==> config.mk <==
export PLATFORM = sky130hd
export DESIGN_NAME = lcd_bitmap_buffer
export DESIGN_NICKNAME = d
export VERILOG_FILES = /design/src/rtl/lcd_bitmap_buffer.sv
export SDC_FILE = /design/constraint.sdc
export NUM_CORES = 2
export LEC_CHECK = 0
export BUFFER_PORTS_ARGS = -buffer_cell sky130_fd_sc_hd__clkbuf_2
export CAP_MARGIN = 20
export CORE_MARGIN = 5
export CORE_UTILIZATION = 60
export DETAILED_ROUTE_END_ITERATION = 10
export PLACE_DENSITY = 0.76
export SYNTH_ARGS = -nofsm -noshare
export SYNTH_HDL_FRONTEND = slang
export SYNTH_SLANG_ARGS = --single-unit
==> constraint.sdc <==
create_clock -name clk -period 10.9 [get_ports clk]
set_clock_uncertainty 0.2 [all_clocks]
set_input_delay 2.18 -clock clk [delete_from_list [all_inputs] [get_ports clk]]
set_output_delay 2.18 -clock clk [all_outputs]
set_load 0.01 [all_outputs]
==> src/rtl/lcd_bitmap_buffer.sv <==
// Double-buffered 1-bpp bitmap store: packs a host byte stream into words, fills the back bank and
// swaps banks at LCD vsync. Optional LCD_BB_TESTPAT_EN shows a checkerboard instead of blank before the first swap.
module lcd_bitmap_buffer #(
  parameter int ADDR_W      = 6,
  parameter int DATA_W      = 32,
  parameter int SWAP_ON_VSY = 1
) (
  input  logic              clk,
  input  logic              rst_n,
  input  logic              in_valid,
  output logic              in_ready,
  input  logic [7:0]        in_data,
  input  logic              in_sof,
  input  logic              lcd_vsy,
  input  logic [ADDR_W-1:0] ram_ab,
  output logic [DATA_W-1:0] ram_db,
  output logic              frame_done,
  output logic              err_sync
);

  localparam int DEPTH = 1 << ADDR_W;
  localparam int BPW   = DATA_W / 8;
  localparam int KW    = (BPW > 1) ? $clog2(BPW) : 1;
  localparam logic [KW-1:0]     K_LAST = KW'(BPW - 1);
  localparam logic [ADDR_W-1:0] A_LAST = '1;

  typedef enum logic [1:0] {IDLE, FILL, WAIT_SWAP, SWAP} state_t;

  state_t              state_reg;
  logic                in_ready_reg;
  logic                frame_done_reg;
  logic                err_sync_reg;
  logic                disp_bank_reg;
  logic                disp_valid_reg;
  logic                vsy_q;
  logic [KW-1:0]       k_reg;
  logic [ADDR_W-1:0]   w_addr_reg;
  logic [DATA_W-1:0]   word_reg;

  logic [DATA_W-1:0]   mem [0:2*DEPTH-1];
  logic [DATA_W-1:0]   rd_data_reg;
  logic [DATA_W-1:0]   blank_reg;
  logic [DATA_W-1:0]   blank_next;
  logic                rd_valid_reg;

  logic                store;
  logic                commit;
  logic                vsy_edge;
  logic [KW-1:0]       k_eff;
  logic [ADDR_W-1:0]   a_eff;
  logic [DATA_W-1:0]   wr_word;

  // An in_sof byte always lands at word 0, byte 0, whether starting or restarting an image.
  always_comb begin
    store    = in_valid & in_ready_reg & (in_sof | (state_reg == FILL));
    k_eff    = in_sof ? '0 : k_reg;
    a_eff    = in_sof ? '0 : w_addr_reg;
    commit   = store & (k_eff == K_LAST);
    vsy_edge = vsy_q & ~lcd_vsy;
  end

  genvar gi;
  generate
    for (gi = 0; gi < BPW; gi++) begin : g_pack
      localparam logic [KW-1:0] KI = KW'(gi);
      assign wr_word[8*gi +: 8] = (k_eff == KI) ? in_data : word_reg[8*gi +: 8];
    end
  endgenerate

  always_ff @(posedge clk or negedge rst_n) begin
    if (!rst_n) begin
      state_reg      <= IDLE;
      in_ready_reg   <= 1'b1;
      frame_done_reg <= 1'b0;
      err_sync_reg   <= 1'b0;
      disp_bank_reg  <= 1'b0;
      disp_valid_reg <= 1'b0;
      vsy_q          <= 1'b1;
      k_reg          <= '0;
      w_addr_reg     <= '0;
      word_reg       <= '0;
    end else begin
      vsy_q          <= lcd_vsy;
      frame_done_reg <= 1'b0;
      err_sync_reg   <= 1'b0;
      if (store) begin
        word_reg     <= wr_word;
        err_sync_reg <= in_sof & (state_reg == FILL);
        if (commit) begin
          k_reg      <= '0;
          w_addr_reg <= a_eff + 1'b1;
          if (a_eff == A_LAST) begin
            state_reg    <= WAIT_SWAP;
            in_ready_reg <= 1'b0;
          end else begin
            state_reg <= FILL;
          end
        end else begin
          k_reg      <= k_eff + 1'b1;
          w_addr_reg <= a_eff;
          state_reg  <= FILL;
        end
      end
      case (state_reg)
        WAIT_SWAP: begin
          if (SWAP_ON_VSY == 0 || vsy_edge) begin
            state_reg      <= SWAP;
            disp_bank_reg  <= ~disp_bank_reg;
            disp_valid_reg <= 1'b1;
            frame_done_reg <= 1'b1;
          end
        end
        SWAP: begin
          state_reg    <= IDLE;
          in_ready_reg <= 1'b1;
        end
        default: ;
      endcase
    end
  end

  // Writes always target the back bank, so the displayed bank is never disturbed.
  always_ff @(posedge clk) begin
    if (commit)
      mem[{~disp_bank_reg, a_eff}] <= wr_word;
    rd_data_reg <= mem[{disp_bank_reg, ram_ab}];
  end

`ifdef LCD_BB_TESTPAT_EN
  assign blank_next = ram_ab[0] ? {(DATA_W/2){2'b10}} : {(DATA_W/2){2'b01}};
`else
  assign blank_next = '0;
`endif

  always_ff @(posedge clk or negedge rst_n) begin
    if (!rst_n) begin
      rd_valid_reg <= 1'b0;
      blank_reg    <= '0;
    end else begin
      rd_valid_reg <= disp_valid_reg;
      blank_reg    <= blank_next;
    end
  end

  // RAM contents are never reset; rd_valid_reg masks them until the first swap.
  assign ram_db     = rd_valid_reg ? rd_data_reg : blank_reg;
  assign in_ready   = in_ready_reg;
  assign frame_done = frame_done_reg;
  assign err_sync   = err_sync_reg;

endmodule
* Word-level counts from Yosys, hierarchy flattened
Memory sizes are Yosys's and may differ from the RTL's. A register that Yosys moved wholly into a read port is not among the register bits.
Index checks and enable logic that the tools add are counted.
** Operators by class
- Add/sub/neg operators :: 2
- Eq/ne operators :: 7
- Mux-type cells :: 23
- Bitwise gates (word level) :: 8
- Reductions and logical operators :: 6
** Operators by type and width (count)
- 2-to-1 mux 32 bit :: 1
- 2-to-1 mux 8 bit :: 4
- 2-to-1 mux 2 bit :: 6
- 2-to-1 mux 6 bit :: 2
- 2-to-1 mux 1 bit :: 9
- == test 2 bit (second input constant) :: 4
- adder 6 x 1 -> 6 bit (second input constant) :: 1
- == test 6 bit (second input constant) :: 1
- nonzero test 2 bit :: 3
- bitwise AND 1 bit :: 5
- == test 2 x 1 -> 1 bit (second input constant) :: 2
- one-hot mux 2 bit (2 select lines) :: 1
- AND reduction 3 bit :: 1
- adder 2 x 1 -> 2 bit (second input constant) :: 1
- logical NOT 2 bit :: 1
- inverter 1 bit :: 2
- AND reduction 2 bit :: 1
- bitwise OR 1 bit :: 1
** Word-level totals
- Flip-flop bits (word level) :: 49
- Memory bits (writable) :: 4096
- Input port bits :: 19
- Output and inout port bits :: 35
- Memories :: 1
** Memory list
- mem :: words 128, bits a word 32, read ports 1, clocked after Yosys merged registers in 1, wr ports 1, RTL line 40 : logic [DATA_W-1:0] mem [0:2*DEPTH-1];

* Logic depth before layout (Yosys ltp)
- Word-level depth :: 8
- Mapped depth :: 9

* Worst setup path after synthesis
OpenSTA, ideal clock, no wires.
- Path kind :: input to register
- Start point :: in in_sof
- End point :: mem mem[60][0] (enable)
- Data arrival time :: 5437 ps
- Required time :: 10279 ps
- Slack :: 4842 ps
- Stages on the path :: 9
- Path buffers :: 4
- Path through :: clkbuf_1 > clkbuf_1 > nor2b_1 > ha_1 > o211ai_1 > or4_1 > clkbuf_1 > clkbuf_1 > nor2_1
** On the way
- Cells in the longest elaborated chain, start to end :: 5
- Elaborated cells between the ends (all ways) :: 8
- Those cells by class :: eq/ne (1); mux (4); bitwise (3)
** Ends and longest elaborated chain
- start, declared :: RTL line 13 : input logic in_sof,
- 2-to-1 mux 2 bit or bitwise OR 1 bit (tied branches) :: RTL line 56, 55
- == test 2 bit or bitwise AND 1 bit (tied branches) :: RTL line 58, 55
- bitwise AND 1 bit :: RTL line 58 : commit = store & (k_eff == K_LAST);
- 2-to-1 mux 1 bit :: RTL line 124 : if (commit)
- 2-to-1 mux 1 bit (not written as such) :: RTL line 125 : mem[{~disp_bank_reg, a_eff}] <= wr_word;
- end, declared :: RTL line 40
Parallel ways exist; a longest one is shown, timed or not.

* Worst setup path after layout
- Start point :: in in_sof
- End point :: mem mem[52][4] (enable)
The elaborated chain is that of the path after synthesis.

==> impl_metrics.yaml <==
outcome:
  run_status: "completed"
logic_synthesis:
  synth.avg_cell_area_um2: 25.6
  synth-warning-count: 0
  post_synth_num_cell_types: 39
  synth-edff-count: 4096
  synth_seq_cells: 4177
  netlist.area_leader.share: 0.774
  async_reset_ff_frac: 0.0117
  ys.flop_type: "sky130_fd_sc_hd__edfxtp_1"
  cell_area_synth_um2: 159000
  synth_area_leader_cell: "sky130_fd_sc_hd__edfxtp_1"
  yosysSeqAreaShare: 0.786
  top_post_synthesis_cells_by_area: "sky130_fd_sc_hd__edfxtp_1 (77%), sky130_fd_sc_hd__mux4_2 (19%), sky130_fd_sc_hd__dfrtp_1 (0.74%), sky130_fd_sc_hd__mux2_2 (0.68%), sky130_fd_sc_hd__clkbuf_1 (0.47%)"
  netlist_instances: 6207
  postSynthNetCount: 6231
grt:
  grtUsageTotal: 0.289
  via_count_of_the_first_global_routing_pass: 74105
  grt-ovfl-total: 0
  initial_antenna_violation_count: 36
  pin_count_of_the_biggest_net_entering_global_routing: 138
  wire_length_of_the_first_global_routing_pass_um: 563000
routing:
  finalWirelength_um: 396000
  routed-via-count: 72743
  tritonroute_pass_1_iters: 5
  wl_per_cell_um: 38.2
  detailedRoute.firstIterationViolations: 12229
  post-route-drc-count: 0
  routed_via_density: 7.02
  antenna_left: 0
sta:
  final-max-slew-violation-count: 0
  post-route-period-util: 0.564
  layout_min_cycle_time_ns: 6.14
  max_slew.worst_pin.slew_ns: 1.18
  setup_repair_after_global_routing_missed_its_margin: "false"
  clock.fmax_mhz: 163
  slew-limit-headroom: 0.211
  setup_total_negative_slack_ns: 0
  hold_viol_final: 0
  layout_setup_ws_ns: 4.76
  setup_violations: 0
place:
  dp_hpwl_um: 208000
  detailedPlace.worstSlack_ns: 3.89
  place.gp.congestion: 0.895
  placed_cells_incl_taps: 9596
  port_buffers: 53
worst_hold_path:
  timing.hold.worst.class: "reg -> reg"
pwr:
  leak_pwr_nw: 55.0
  worst_ir_drop_vdd_uv: 346
  p_total_mw: 38.6
  pwr_density_cell_nw_per_um2: 217
setup_path:
  timing.critical_path.to: "mem[52][4]"
  critical_path_peak_fanout: 32
  timing.critical_path.cells: "clkbuf_2 -> nor2b_1 -> ha_1 -> o211ai_1 -> or4_2 -> buf_4 -> nor2_4"
  timing.critical_path.from_type: "input pin"
  regToRegStartpoint: "k_reg[0]"
  timing.critical_path.slowest_cell_delay_ns: 1.11
  cp_data_required_time_ns: 11.23
  timing.rr.end: "mem[52][4]"
  worst_r2r_path_depth: 6
  crit_path_top_delay_cell: "sky130_fd_sc_hd__or4_2"
  critical_path_class: "in -> reg"
  r2r_setup_slack_ns: 5.98
  critPathArrivalTime_ns: 6.47
  cp-startpoint: "in_sof"
  end_kind: "flop"
floorplanning:
  die_wd_um: 525
  initial_utilization: 0.604
  io-pin-count: 54
  die_area_um2: 275000
  rows: 188
  design.core.area_um2: 263000
  fp.dieH_um: 525
flow_run:
  maxCapViolCount: 0
clock_tree:
  cts_setup_buffers: 0
  depth_of_the_cts_h_tree: 5
  clkSlewWorstSetupHoldPaths_ns: 0.06
  ctsHoldBuffers: 0
  clk_root_buffer_cell: "sky130_fd_sc_hd__clkbuf_16"
  post_cts_resized: 0
  cts_tree: "done"
  clock-sinks: 4177
  clock_latency_ns: 0.98
  numCtsBuffers: 410
  cts_max_path_buffers: 4
final_layout:
  final_core_utilization: 0.678
  largest_register_ff_count: 4096
  stdcell_count: 10356
  nNetsFinal: 6539
  mostFrequentLayoutCell: "sky130_fd_sc_hd__edfxtp_1"
  layout-drive-gt1-share: 0.345
  synthToLayoutAreaGrowth_pct: 12.3
  most_frequent_cells_in_the_layout: "sky130_fd_sc_hd__edfxtp_1 (4,096), sky130_fd_sc_hd__mux4_2 (1,344), sky130_fd_sc_hd__clkbuf_16 (414), sky130_fd_sc_hd__nor2_4 (128), sky130_fd_sc_hd__buf_4 (108)"
synthesized netlist by cell type, types with 4 or more instances:
library cell               instances
sky130_fd_sc_hd__nor3_1            4
sky130_fd_sc_hd__nand3_1           8
sky130_fd_sc_hd__nand2_1          21
sky130_fd_sc_hd__and2_1           34
sky130_fd_sc_hd__dfxtp_1          32
sky130_fd_sc_hd__nor2b_1           7
sky130_fd_sc_hd__buf_2            68
sky130_fd_sc_hd__buf_1            65
sky130_fd_sc_hd__mux4_2         1344
sky130_fd_sc_hd__dfrtp_1          47
sky130_fd_sc_hd__clkbuf_1        200
sky130_fd_sc_hd__nor2_1          130
sky130_fd_sc_hd__mux2_2           96
sky130_fd_sc_hd__ha_1              5
sky130_fd_sc_hd__o21ai_0           6
sky130_fd_sc_hd__edfxtp_1       4096
stage by stage:
stage	hold slack (ns)	instance area, µm²
floorplan	0.147	159000
global placement	0.156	164000
detailed placement	0.156	165000
CTS	0.167	178000
global route	0.187	178000
finish	0.169	178000
area by class of cell:
type | instances | area [µm²]
clock buffers | 527 | 10900
diodes | 12 | 30.0
well taps | 3515 | 4400
inverters | 3 | 11.3
repair buffers | 232 | 2620
flip-flops and latches | 4177 | 125000
fillers | 14987 | 84700
multi-input cells | 1691 | 33700
clock inverters | 199 | 1720
worst min path at each step:
stage	from	depth (start not counted)	to
2_1_floorplan	disp_valid_reg	0	rd_valid_reg
3_3_place_gp	disp_valid_reg	0	rd_valid_reg
3_5_place_dp	disp_valid_reg	0	rd_valid_reg
4_1_cts	disp_valid_reg	0	rd_valid_reg
5_1_grt	disp_valid_reg	0	rd_valid_reg
6_report	disp_valid_reg	0	rd_valid_reg
critical path: cells and delay by family:
| kind | cells | cell delay (ns) |
|---|---|---|
| and+or+nand+nor | 3 | 2.40 |
| AOI/OAI and AO/OA | 1 | 0.36 |
| adders and majority gates | 1 | 0.76 |
| buffers and inverters | 2 | 0.71 |
power breakdown:
part           total (mW)  switching [mW]  internal (mW)  leakage, nW
Sequential           20.3           0.142           20.1         38.0
Combinational        4.77            3.78          0.992         10.8
Clock                13.6            5.84           7.74         6.16
routing by layer:
layer | part of all wire | GRT usage | vias up | routed length, µm
li1 | - | - | 27739 | -
met1 | 0.35 | 0.421 | 38766 | 140000
met5 | 0.00014 | 0 | - | 56
met3 | 0.13 | 0.0666 | 683 | 50600
met2 | 0.48 | 0.442 | 5545 | 190000
met4 | 0.040 | 0.0992 | 10 | 15900
cells by family after synthesis:
kind of cell               count (synthesis)  share of synthesized area
adders and majority gates                  5                   0.000394
AOI/OAI and AO/OA                         22                   0.000906
DFF                                     4177                      0.786
and+or+nand+nor                          221                    0.00629
muxes                                   1440                      0.197
buffers and inverters                    339                    0.00867
xor gates and xnor gates                   3                   0.000165
No activity file was read; power rests on OpenSTA's default activity.
